<file path="config.mk">
export PLATFORM = sky130hd
export DESIGN_NAME = demux_1to2_buf_flat
export DESIGN_NICKNAME = d
export VERILOG_FILES = /design/src/rtl/demux_1to2_buf_if.sv /design/src/rtl/demux_1to2_buf.sv /design/src/flat_wrapper.sv
export SDC_FILE = /design/constraint.sdc
export NUM_CORES = 1
export LEC_CHECK = 0
export CAP_MARGIN = 20
export CORE_MARGIN = 8
export CORE_UTILIZATION = 53
export DETAILED_ROUTE_END_ITERATION = 8
export GPL_TIMING_DRIVEN = 0
export PLACE_DENSITY_LB_ADDON = 0.15
export SLEW_MARGIN = 30
export SYNTH_ARGS = -nofsm -noshare
export SYNTH_HDL_FRONTEND = slang
export SYNTH_SLANG_ARGS = --single-unit
</file>
<file path="constraint.sdc">
create_clock -name clk_i -period 2.7 [get_ports clk_i]
set_clock_uncertainty 0.1 [all_clocks]
set_input_delay 0.81 -clock clk_i [delete_from_list [all_inputs] [get_ports clk_i]]
set_output_delay 0.81 -clock clk_i [all_outputs]
set_load 0.02 [all_outputs]
</file>
<file path="src/rtl/demux_1to2_buf_if.sv">
// demux_1to2_buf_if: input stream plus two output streams of the 1-to-2 buffered demux
interface demux_1to2_buf_if #(parameter int size = 32);
   logic [size-1:0] data_i;
   logic            select_i;
   logic            valid_i;
   logic            ready_o;
   logic [size-1:0] data0_o;
   logic            valid0_o;
   logic            ready0_i;
   logic [size-1:0] data1_o;
   logic            valid1_o;
   logic            ready1_i;
   modport master (
      output data_i, select_i, valid_i, ready0_i, ready1_i,
      input  ready_o, data0_o, valid0_o, data1_o, valid1_o
   );
   modport slave (
      input  data_i, select_i, valid_i, ready0_i, ready1_i,
      output ready_o, data0_o, valid0_o, data1_o, valid1_o
   );
endinterface

</file>
<file path="src/rtl/demux_1to2_buf.sv">
// demux_1to2_buf: steers each input beat into one of two 2-entry FIFOs; DEMUX_BEAT_CNT_EN adds delivered-beat counters
module demux_1to2_buf #(
   parameter int size = 32
) (
   input logic clk_i,
   input logic rst_i,
   demux_1to2_buf_if.slave bus
`ifdef DEMUX_BEAT_CNT_EN
   ,
   output logic [15:0] cnt0_o,
   output logic [15:0] cnt1_o
`endif
);
   logic [size-1:0] mem [2][2];
   logic [1:0] wr_ptr;
   logic [1:0] rd_ptr;
   logic [1:0] cnt [2];
   logic [1:0] valid;
   logic [1:0] push;
   logic [1:0] pop;
   // Acceptance looks only at registered counts, so a full FIFO refuses even while it pops.
   assign bus.ready_o = (bus.select_i ? cnt[1] : cnt[0]) < 2'd2;
   assign push = (bus.valid_i && bus.ready_o) ? (bus.select_i ? 2'b10 : 2'b01) : 2'b00;
   assign valid = {cnt[1] != 2'd0, cnt[0] != 2'd0};
   assign pop = valid & {bus.ready1_i, bus.ready0_i};
   assign bus.valid0_o = valid[0];
   assign bus.valid1_o = valid[1];
   assign bus.data0_o = valid[0] ? mem[0][rd_ptr[0]] : '0;
   assign bus.data1_o = valid[1] ? mem[1][rd_ptr[1]] : '0;
   // Per-port FIFO state: write on push, advance head on pop, count tracks the difference.
   always_ff @(posedge clk_i or negedge rst_i) begin
      if (!rst_i) begin
         for (int k = 0; k < 2; k++) begin
            mem[k][0] <= '0;
            mem[k][1] <= '0;
            cnt[k] <= 2'd0;
         end
         wr_ptr <= 2'b00;
         rd_ptr <= 2'b00;
      end else begin
         for (int k = 0; k < 2; k++) begin
            if (push[k]) begin
               mem[k][wr_ptr[k]] <= bus.data_i;
               wr_ptr[k] <= ~wr_ptr[k];
            end
            if (pop[k]) rd_ptr[k] <= ~rd_ptr[k];
            cnt[k] <= cnt[k] + {1'b0, push[k]} - {1'b0, pop[k]};
         end
      end
   end
`ifdef DEMUX_BEAT_CNT_EN
   // Delivered-beat counters, free-running and wrapping at 16 bits.
   always_ff @(posedge clk_i or negedge rst_i) begin
      if (!rst_i) begin
         cnt0_o <= 16'd0;
         cnt1_o <= 16'd0;
      end else begin
         if (pop[0]) cnt0_o <= cnt0_o + 16'd1;
         if (pop[1]) cnt1_o <= cnt1_o + 16'd1;
      end
   end
`endif
endmodule

</file>
<file path="src/flat_wrapper.sv">
// flat-port wrapper written by rule: the top's interface ports become plain ports
module demux_1to2_buf_flat 
#(
   parameter int size = 32
)
  (clk_i, rst_i, bus_data_i, bus_select_i, bus_valid_i, bus_ready0_i, bus_ready1_i, bus_ready_o, bus_data0_o, bus_valid0_o, bus_data1_o, bus_valid1_o);
  demux_1to2_buf_if #(.size(size)) bus_i ();
  input logic clk_i;
  input logic rst_i;
  input wire logic [$bits(bus_i.data_i)-1:0] bus_data_i;
  input wire logic [$bits(bus_i.select_i)-1:0] bus_select_i;
  input wire logic [$bits(bus_i.valid_i)-1:0] bus_valid_i;
  input wire logic [$bits(bus_i.ready0_i)-1:0] bus_ready0_i;
  input wire logic [$bits(bus_i.ready1_i)-1:0] bus_ready1_i;
  output wire logic [$bits(bus_i.ready_o)-1:0] bus_ready_o;
  output wire logic [$bits(bus_i.data0_o)-1:0] bus_data0_o;
  output wire logic [$bits(bus_i.valid0_o)-1:0] bus_valid0_o;
  output wire logic [$bits(bus_i.data1_o)-1:0] bus_data1_o;
  output wire logic [$bits(bus_i.valid1_o)-1:0] bus_valid1_o;
  assign bus_i.data_i = bus_data_i;
  assign bus_i.select_i = bus_select_i;
  assign bus_i.valid_i = bus_valid_i;
  assign bus_i.ready0_i = bus_ready0_i;
  assign bus_i.ready1_i = bus_ready1_i;
  assign bus_ready_o = bus_i.ready_o;
  assign bus_data0_o = bus_i.data0_o;
  assign bus_valid0_o = bus_i.valid0_o;
  assign bus_data1_o = bus_i.data1_o;
  assign bus_valid1_o = bus_i.valid1_o;
  demux_1to2_buf #(.size(size)) u_core (.clk_i(clk_i), .rst_i(rst_i), .bus(bus_i));
endmodule
</file>
==> After elaboration in Yosys (flattened, before gate mapping) <==
Index checks and enable logic that the tools add are counted.
{ "op_classes": {"addsub": 4, "n_lt_le_gt_ge": 7, "muxes": 17, "bitwise_logic": 9, "n_reduce_logical": 5} }
{ "op_table": {"columns": ["op", "n"], "rows": [
  ["32-bit 2-to-1 mux", 10],
  ["64-bit bitwise mux", 2],
  ["32-bit demux with 1-bit select", 2],
  ["2-bit greater-or-equal comparator, second input constant", 4],
  ["1-bit inverter with 2-bit output", 4],
  ["2-bit 2-to-1 mux", 3],
  ["2-bit by 1-bit adder with 2-bit output", 2],
  ["2-bit by 1-bit less-than comparator with 1-bit output, second input constant", 2],
  ["1-bit inverter", 4],
  ["2-bit nonzero test", 2],
  ["2-bit by 1-bit subtractor with 2-bit output", 2],
  ["1-bit logical AND", 3],
  ["2-bit AND", 1],
  ["2-bit less-than comparator, second input constant", 1]
]} }
{ "word_totals": {"regBits": 136, "in_bits": 38} }

==> Depth between registers and ports, before layout <==
Gate-level depths: netlist of the first run.
{ "depth": {"depth_word": 6, "mapped_depth": 6} }

==> Least setup slack after synthesis of the first run <==
OpenSTA, ideal clock, no wires.
{ "synth_timing": {"kind": "input -> output", "startpoint": "in bus_select_i", "endpoint": "out bus_ready_o", "arrival_time_ps": 1345, "required_ps": 1790, "slack_ps": 445, "cell_stages": 2, "n_path_buf": 1, "cell_sequence": "buf_6 mux2i_1"} }
{ "synth_between": {"elab_chain_cells": 2} }
{ "synth_lines": {"columns": ["item", "line_no", "rtl"], "rows": [
  ["from (decl)", "flat_wrapper.sv:11", "input wire logic [$bits(bus_i.select_i)-1:0] bus_select_i;"],
  ["2-bit 2-to-1 mux", "demux_1to2_buf.sv:22", "assign bus.ready_o = (bus.select_i ? cnt[1] : cnt[0]) < 2'd2;"],
  ["2-bit less-than comparator", "demux_1to2_buf.sv:22", null],
  ["to (decl)", "flat_wrapper.sv:15", "output wire logic [$bits(bus_i.ready_o)-1:0] bus_ready_o;"]
]} }
Every way passes these cells.

==> Final worst setup path of the first run <==
{ "layout_timing": {"startpoint": "reg u_core.cnt[3] (netlist name)", "endpoint": "out bus_data0_o[31]"} }
{ "layout_between": {"elab_chain_cells": 2} }
{ "layout_lines": {"columns": ["item", "line_no", "rtl"], "rows": [
  ["from (decl)", "demux_1to2_buf.sv:17", "logic [1:0] cnt [2];"],
  ["from (signal, indexed assignment)", "demux_1to2_buf.sv:47", "cnt[k] <= cnt[k] + {1'b0, push[k]} - {1'b0, pop[k]};"],
  ["2-bit nonzero test", "demux_1to2_buf.sv:24", "assign valid = {cnt[1] != 2'd0, cnt[0] != 2'd0};"],
  ["32-bit 2-to-1 mux", "demux_1to2_buf.sv:28", "assign bus.data0_o = valid[0] ? mem[0][rd_ptr[0]] : '0;"],
  ["to (decl)", "flat_wrapper.sv:16", "output wire logic [$bits(bus_i.data0_o)-1:0] bus_data0_o;"]
]} }
Every way passes these cells.

==> results of run 1 <==
## metrics by stage
stage          hold WS, ps  utilization (%)  std cells
2_1_floorplan          357                -        458
3_3_place_gp           367             64.9        704
4_1_cts                273             70.6        738
3_5_place_dp           374             65.2        705
5_1_grt                279             70.9        746
6_report               241             70.9        746
## flip-flops by register name, summed over array words and instances, names as in the netlist
| signal | count |
|---|---|
| u_core.cnt | 4 |
| u_core.mem | 128 |
| u_core.rd_ptr | 2 |
| u_core.wr_ptr | 2 |
## worst min-delay path by stage
stage / from / endpoint / slack [ps]
CTS: rst_i / u_core.cnt[3] / 270
detailed placement: u_core.mem[37] / u_core.mem[37] / 370
finish: rst_i / u_core.cnt[1] / 240
global route: rst_i / u_core.cnt[1] / 280
floorplan: u_core.mem[100] / u_core.mem[100] / 360
global placement: u_core.mem[38] / u_core.mem[38] / 370
## repair_timing
action                     4_1_cts  5_1_grt
pin swaps                        2        1
buffers inserted                 5        8
gates resized for setup        134       15
setup endpoints to repair       67       45
## worst register-to-register path, delay by kind of cell (launching register included)
family                   cells  cell delay (ps)
adder cells (fa/ha/maj)      1              350
buffers and inverters        2              270
AO/OA/AOI/OAI                2              500
flip-flops                   1              350
AND/OR/NAND/NOR              1              450
## area by class of cell
| cell class | instances | area [um2] | share of cell area (%) |
|---|---|---|---|
| timing repair buffer | 117 | 1050 | 13.0 |
| clock inverter | 12 | 106 | 1.31 |
| tap | 143 | 179 | 2.21 |
| sequential | 136 | 3410 | 42.1 |
| multi-input combinational | 285 | 2580 | 31.9 |
| buffer | 29 | 304 | 3.76 |
| clock buffer | 18 | 439 | 5.43 |
| inverter | 6 | 22.5 | 0.278 |
## power by group
part	total (W)	switching [W]	internal, W	leakage, nW
registers	0.00365	0.000584	0.00307	1.64
clock network	0.00214	0.000864	0.00127	0.248
logic	0.00526	0.00274	0.00252	1.95
total	0.0110	0.00419	0.00686	3.84
## cell usage in the layout (no fill, tap or decap), types with 2 or more instances in the layout
cell             count
clkinvlp_4           7
a211oi_1             2
nor4bb_1             3
dfrtp_1            133
mux2_2             121
buf_6               15
buf_4               14
dlygate4sd2_1       49
xor2_1               2
clkbuf_8             7
clkdlybuf4s15_1      7
dfrtp_2              3
and2_1               2
clkinv_2             3
buf_2               16
o21ai_0              2
clkdlybuf4s50_1     34
buf_8                2
inv_1                6
clkbuf_16           17
mux2_1               7
xnor2_1              4
mux2i_1             64
ha_1                 2
nor2_4               2
nand3b_1             2
nor2_1              66
## logic make-up after synthesis
kind of cell	count (synthesis)	share of synthesized area, %
AO/OA/AOI/OAI	4	0.404
XOR/XNOR	6	0.848
adder cells (fa/ha/maj)	2	0.404
buffers and inverters	37	3.71
flip-flops	136	54.9
multiplexers	193	33.7
AND/OR/NAND/NOR	80	5.99
## per-layer routing
| metal | share of wire [%] | GRT usage [%] |
|---|---|---|
| met4 | 0.73 | 5.13 |
| met1 | 42 | 23.5 |
| met2 | 52 | 34.1 |
| met3 | 4.7 | 5.67 |
| met5 | 0 | 0 |
==> results by group, run 1 <==
Outcome
  – Status: finished clean

CTS
  – Clock slew at the register clock pins of the worst setup and hold paths: 60 ps
  – Buffer depth of the longest clock path: 2
  – Num CTS Buffers: 17
  – Total number of clock tree sinks: 136
  – H-tree level count: 4
  – Number of buffers inserted by hold repair at cts: 0
  – Worst-Skew Late Latency: 410 ps
  – Clock root buffer: clkbuf_16
  – TritonCTS clock tree: done

Setup path
  – Largest stage delay on the critical path: 350 ps
  – Cell-by-cell listing of the critical path: clkbuf_4, nor2_4, clkbuf_8, nor2_1, dlygate4sd2_1
  – R2R Path Start: u_core.cnt[3]
  – Worst R2R Setup Slack: 590 ps
  – WP data required: 1790 ps
  – Worst Setup SP: u_core.cnt[3]
  – Worst Setup EP: bus_data0_o[31]
  – Path depth of the worst reg2reg path: 6
  – Kind of capture point of the worst setup path: primary output
  – Number of buffer and inverter instances along the worst setup path: 3
  – CP Launch Type: flop
  – Critical setup path kind: flop to primary output
  – Endpoint of the most critical register-to-register path: u_core.cnt[3]
  – Arrival time at the worst endpoint: 1750 ps
  – WP depth: 5
  – Slowest stage cell on the critical path: dfrtp_1
  – Largest driver fanout on the critical path: 10
  – Cell class contributing the biggest share of worst-path delay: buffers and inverters

Global route
  – Number of global-route vias before repair: 4500
  – Antenna violations before repair: 0
  – Global routing usage summed across all routing layers: 19.7%
  – Wire length of the first global-routing pass: 23.3 mm
  – Remaining Overflow, GRT: 0
  – Maximum number of pins on one net before global-route repair: 72

Die
  – Number of I/O pins: 105
  – Area of the core: 0.0114 mm2
  – Height of the die: 124 um
  – Starting density of the core: 54.3%
  – Horizontal extent of the die: 124 um
  – Site row count: 39
  – Full die area: 0.0154 mm2

Placement
  – Routability congestion estimate: 0.753
  – Number of port buffers: 103
  – Post-detail-place hpwl: 9.64 mm
  – Dpl cell area: 0.00744 mm2
  – Worst-case setup slack after placement: -484 ps

STA
  – Number of max-slew violations in the final report: 0
  – Transition time of the tightest slew-check pin: 539 ps
  – Time the final worst path needs with I/O delays and setup: 2660 ps
  – Worst relative slew slack: 64.1%
  – Final setup TNS: 0 ps
  – Peak clock frequency supported by timing: 0.376 GHz
  – Final cycle utilization of the critical path: 98.6%
  – Final setup vio count: 0
  – Final critical-path setup slack: 37.4 ps
  – RSZ-0062 raised after global routing: yes
  – Number of hold-slack violations in the final timing report: 0

Cells and area
  – Syn-to-layout area delta: 30.5%
  – Count of filler cells inserted in the layout: 831
  – Number of antenna cells inserted: 0
  – Fraction of layout cells with a size suffix above 1: 35.5%
  – Nets: 632
  – Post-layout instance area: 0.00809 mm2

Routing
  – Via count: 4056
  – DRC violations left: 0
  – DR pass1 iterations: 4
  – Count of antenna-violating nets left after detailed routing: 0
  – Post-detailed-route via-to-cell ratio: 5.44
  – Routed wire per std cell: 19.4 um
  – DRC violation total after the first TritonRoute iteration: 227
  – Post-Route WL: 14.5 mm

Synth
  – Post-synthesis sequential area ratio: 54.9%
  – Mean area per synthesized cell: 13.5 um2
  – Cell type contributing the most total cell area after synthesis: dfrtp_1
  – Cell count after synthesis: 458
  – Post-synth ARST share: 100%
  – Netlist Area Pre-Place: 0.00620 mm2
  – Syn Nets: 498
  – Share of the synthesized area in the top cell type: 54.9%
  – Number of register bits inferred by synthesis: 136
  – Cell types with the largest area share after synthesis: dfrtp_1 (55%), mux2_2 (22%), mux2i_1 (10%)
  – Ys Warns: 0
  – Number of enable flip-flop cells after synthesis: 0
  – Leading cell types by count after synthesis: dfrtp_1 (136), mux2_2 (121), nor2_1 (68)
  – Number of different library cells in the post-synthesis netlist: 22
  – Most frequently used flop master after synthesis: dfrtp_1
  – Leading cell type by number of instances after synthesis: dfrtp_1

Power
  – Overall power after layout: 0.0110 W
  – Maximum vdd ir drop: 0.777 mV
  – Leakage power: 3.84 nW
  – Pwr per Cell Area: 1370 mW/mm2

Worst hold path
  – Hold WC Path Type: input port to async pin

Flow run
  – Number of maximum-capacitance violations: 0
Power figures use the tool's default switching activity.
==> run 2, diff against run 1 <==
--- a/config.mk
+++ b/config.mk
@@ -9,8 +9,9 @@
 export CORE_MARGIN = 8
 export CORE_UTILIZATION = 53
 export DETAILED_ROUTE_END_ITERATION = 8
+export GPL_ROUTABILITY_DRIVEN = 1
 export GPL_TIMING_DRIVEN = 0
-export PLACE_DENSITY_LB_ADDON = 0.15
+export PLACE_DENSITY_LB_ADDON = 0.1
 export SLEW_MARGIN = 30
 export SYNTH_ARGS = -nofsm -noshare
 export SYNTH_HDL_FRONTEND = slang
==> run 2 against run 1 <==
Sequential share of layout area fell by 0.30 points. Clock power increased by 7%. Critical path type unchanged. Register-to-register slack improved by 30 ps. Die area unchanged. Final cell count increased by 0.27%. Setup slack improved by 18 ps. Clock-buffer cell count is 6 higher. Critical path depth down 1. Largest cell class unchanged. Combinational power barely moved. Sequential power hardly changed.
==> results by group, run 2 (synthesis results as in run 1) <==
Routing
  – DRC violation total after the first TritonRoute iteration: 302 (was 227)
  – Post-Route WL: 14.0 mm (was 14.5 mm)
  – Via count: 3992 (was 4056)
  – Post-detailed-route via-to-cell ratio: 5.34 (was 5.44)
  – DRC violations left: 0 (unchanged)
  – Routed wire per std cell: 18.7 um (was 19.4 um)
  – Count of antenna-violating nets left after detailed routing: 0 (unchanged)
  – DR pass1 iterations: 4 (unchanged)

Power
  – Maximum vdd ir drop: 0.909 mV (was 0.777 mV)
  – Internal portion of total power: 0.00708 W (was 0.00686 W)
  – Relative contribution of sequential cells to total power: 32.5% (was 33.1%)
  – Logic gate share of total power: 47.1% (was 47.6%)
  – Power spent charging and discharging nets: 0.00411 W (was 0.00419 W)
  – Power share of the clock group: 20.4% (was 19.3%)
  – Pwr per Cell Area: 1370 mW/mm2 (about the same)
  – Leakage power: 3.88 nW (was 3.84 nW)
  – Switching share of total power: 36.7% (was 37.9%)

CTS
  – Worst-Skew Late Latency: 410 ps (about the same)
  – Total number of clock tree sinks: 136 (unchanged)
  – Clock slew at the register clock pins of the worst setup and hold paths: 50 ps (was 60 ps)
  – Clock root buffer: clkbuf_16 (unchanged)
  – H-tree level count: 4 (unchanged)
  – Buffer depth of the longest clock path: 2 (unchanged)
  – TritonCTS clock tree: done (unchanged)
  – Num CTS Buffers: 17 (unchanged)

STA
  – Final setup vio count: 0 (unchanged)
  – Number of hold-slack violations in the final timing report: 0 (unchanged)
  – Time the final worst path needs with I/O delays and setup: 2640 ps (was 2660 ps)
  – Final worst hold slack: 248 ps (was 241 ps)
  – Worst relative slew slack: 65.0% (was 64.1%)
  – Transition time of the tightest slew-check pin: 523 ps (was 539 ps)
  – Final setup TNS: 0 ps (unchanged)
  – RSZ-0062 raised after global routing: yes (unchanged)
  – Final critical-path setup slack: 55.6 ps (was 37.4 ps)
  – Final cycle utilization of the critical path: 97.9% (was 98.6%)
  – Number of max-slew violations in the final report: 0 (unchanged)
  – Peak clock frequency supported by timing: 0.378 GHz (was 0.376 GHz)

Cells and area
  – Reg with most FFs: u_core.mem (unchanged)
  – Area used by multi-input combinational logic: 0.00258 mm2 (unchanged)
  – Utilization after layout: 71.4% (was 70.9%)
  – Syn-to-layout area delta: 31.5% (was 30.5%)
  – Count of filler cells inserted in the layout: 837 (was 831)
  – Storage cell area: 0.00341 mm2 (unchanged)
  – Nets: 632 (unchanged)
  – Post-layout instance area: 0.00815 mm2 (was 0.00809 mm2)
  – Most common cell after layout, fill and taps aside: dfrtp_1 (unchanged)
  – Number of antenna cells inserted: 0 (unchanged)
  – Top library cells by usage in the layout, fill and taps aside: dfrtp_1 (133), mux2_2 (121), nor2_1 (66) (unchanged)
  – Largest registers in the final layout: u_core.mem (128), u_core.cnt (4) (unchanged)
  – Max FFs per register: 128 (unchanged)
  – Fraction of layout cells with a size suffix above 1: 36.4% (was 35.5%)

Placement
  – Dpl cell area: 0.00744 mm2 (unchanged)
  – Routability congestion estimate: 0.724 (was 0.753)
  – Number of port buffers: 103 (unchanged)
  – Post-detail-place hpwl: 9.35 mm (was 9.64 mm)
  – Worst-case setup slack after placement: -498 ps (was -484 ps)

Global route
  – Global routing usage summed across all routing layers: 19.5% (was 19.7%)
  – Number of global-route vias before repair: 4358 (was 4500)
  – Met3 Use GR: 6.48% (was 5.67%)
  – Wire length of the first global-routing pass: 22.8 mm (was 23.3 mm)
  – Gr busiest metal: met2 (unchanged)
  – Remaining Overflow, GRT: 0 (unchanged)
  – Maximum number of pins on one net before global-route repair: 70 (was 72)
  – Antenna violations before repair: 0 (unchanged)
  – Met2 GRT Util: 31.3% (was 34.1%)
  – M1 GR Usage: 24.5% (was 23.5%)

Die
  – Site row count: 39 (unchanged)
  – Number of I/O pins: 105 (unchanged)
  – Height of the die: 124 um (unchanged)
  – Horizontal extent of the die: 124 um (unchanged)
  – Starting density of the core: 54.3% (unchanged)
  – Area of the core: 0.0114 mm2 (unchanged)
  – Full die area: 0.0154 mm2 (unchanged)

Setup path
  – CP Launch Type: flop (unchanged)
  – WP data required: 1790 ps (about the same)
  – Critical setup path kind: flop to primary output (unchanged)
  – Arrival time at the worst endpoint: 1730 ps (was 1750 ps)
  – Worst R2R Setup Slack: 620 ps (was 590 ps)
  – Kind of capture point of the worst setup path: primary output (unchanged)
  – Largest driver fanout on the critical path: 10 (unchanged)

Outcome
  – Status: finished clean (unchanged)

Flow run
  – Number of maximum-capacitance violations: 0 (unchanged)

Worst hold path
  – Hold WC Path Type: input port to async pin (unchanged)
## run 2: cell count changes in the layout (fill, tap and decap cells not counted), sizes merged
cell | previous run | this run
clkbuf | 25 | 41
clkdlybuf4s15 | 7 | 12
clkinv | 4 | 5
clkinvlp | 7 | 1
dlygate4sd2 | 49 | 37
bufinv | 1 | 2
buf | 48 | 44
dlymetal6s2s | 1 | 2
## run 2: stage by stage
step / cells / power (W)
finish: 748 / 0.0112
floorplan: 458 / 0.00689
detailed placement: 705 / 0.00921
global route: 748 / 0.0119
global placement: 704 / 0.00903
CTS: 744 / 0.0112
## run 2: final cells by class
cell class / count / share of cell area (%)
Buffer: 29 / 3.73
Clock buffer: 24 / 6.16
Clock inverter: 8 / 1.14
Inverter: 6 / 0.276
Multi-Input combinational cell: 285 / 31.7
Sequential cell: 136 / 41.8
Tap cell: 143 / 2.20
Timing Repair Buffer: 117 / 13.0
## run 2: worst max-delay path, stage by stage, from the launching register on
cell	delay, ps
dfrtp_2	460
nor2_4	270
buf_8	190
nor2_1	70
dlygate4sd2_1	330
## run 2: final timing paths
path                            depth (start not counted)              end            start
worst max-delay path                                    4   bus_data1_o[2]    u_core.cnt[1]
worst min-delay path                                    1    u_core.cnt[2]            rst_i
worst max register to register                          6    u_core.cnt[3]    u_core.cnt[3]
worst min register to register                          1  u_core.mem[100]  u_core.mem[100]
max in group asynchronous                               2   u_core.mem[83]            rst_i
min in group clk_i                                      1  u_core.mem[100]  u_core.mem[100]
## run 2: routing by layer
metal / wire length [um] / vias up
li1: - / 1861
met3: 816 / 13
met2: 6870 / 81
met4: 168 / 0
met1: 6100 / 2037
met5: 0 / -
## run 2: power by group through the flow
stage	clock network (W)	registers [W]	logic [W]
after detailed placement	0	0.00361	0.00561
after CTS	0.00232	0.00364	0.00528
after floorplan	0	0.00345	0.00344
after global placement	0	0.00353	0.00550
final	0.00228	0.00364	0.00527
after global routing	0.00243	0.00377	0.00569
## run 2: what timing repair did
item / 4_1_cts / 5_1_grt
buffers inserted: 8 / 4
cloned: 1 / 0
pin swaps: 1 / 1
endpoints found under the hold margin: 0 / 0
hold buffers: 0 / 0
setup endpoints to repair: 67 / 38
gates resized for setup: 119 / 46
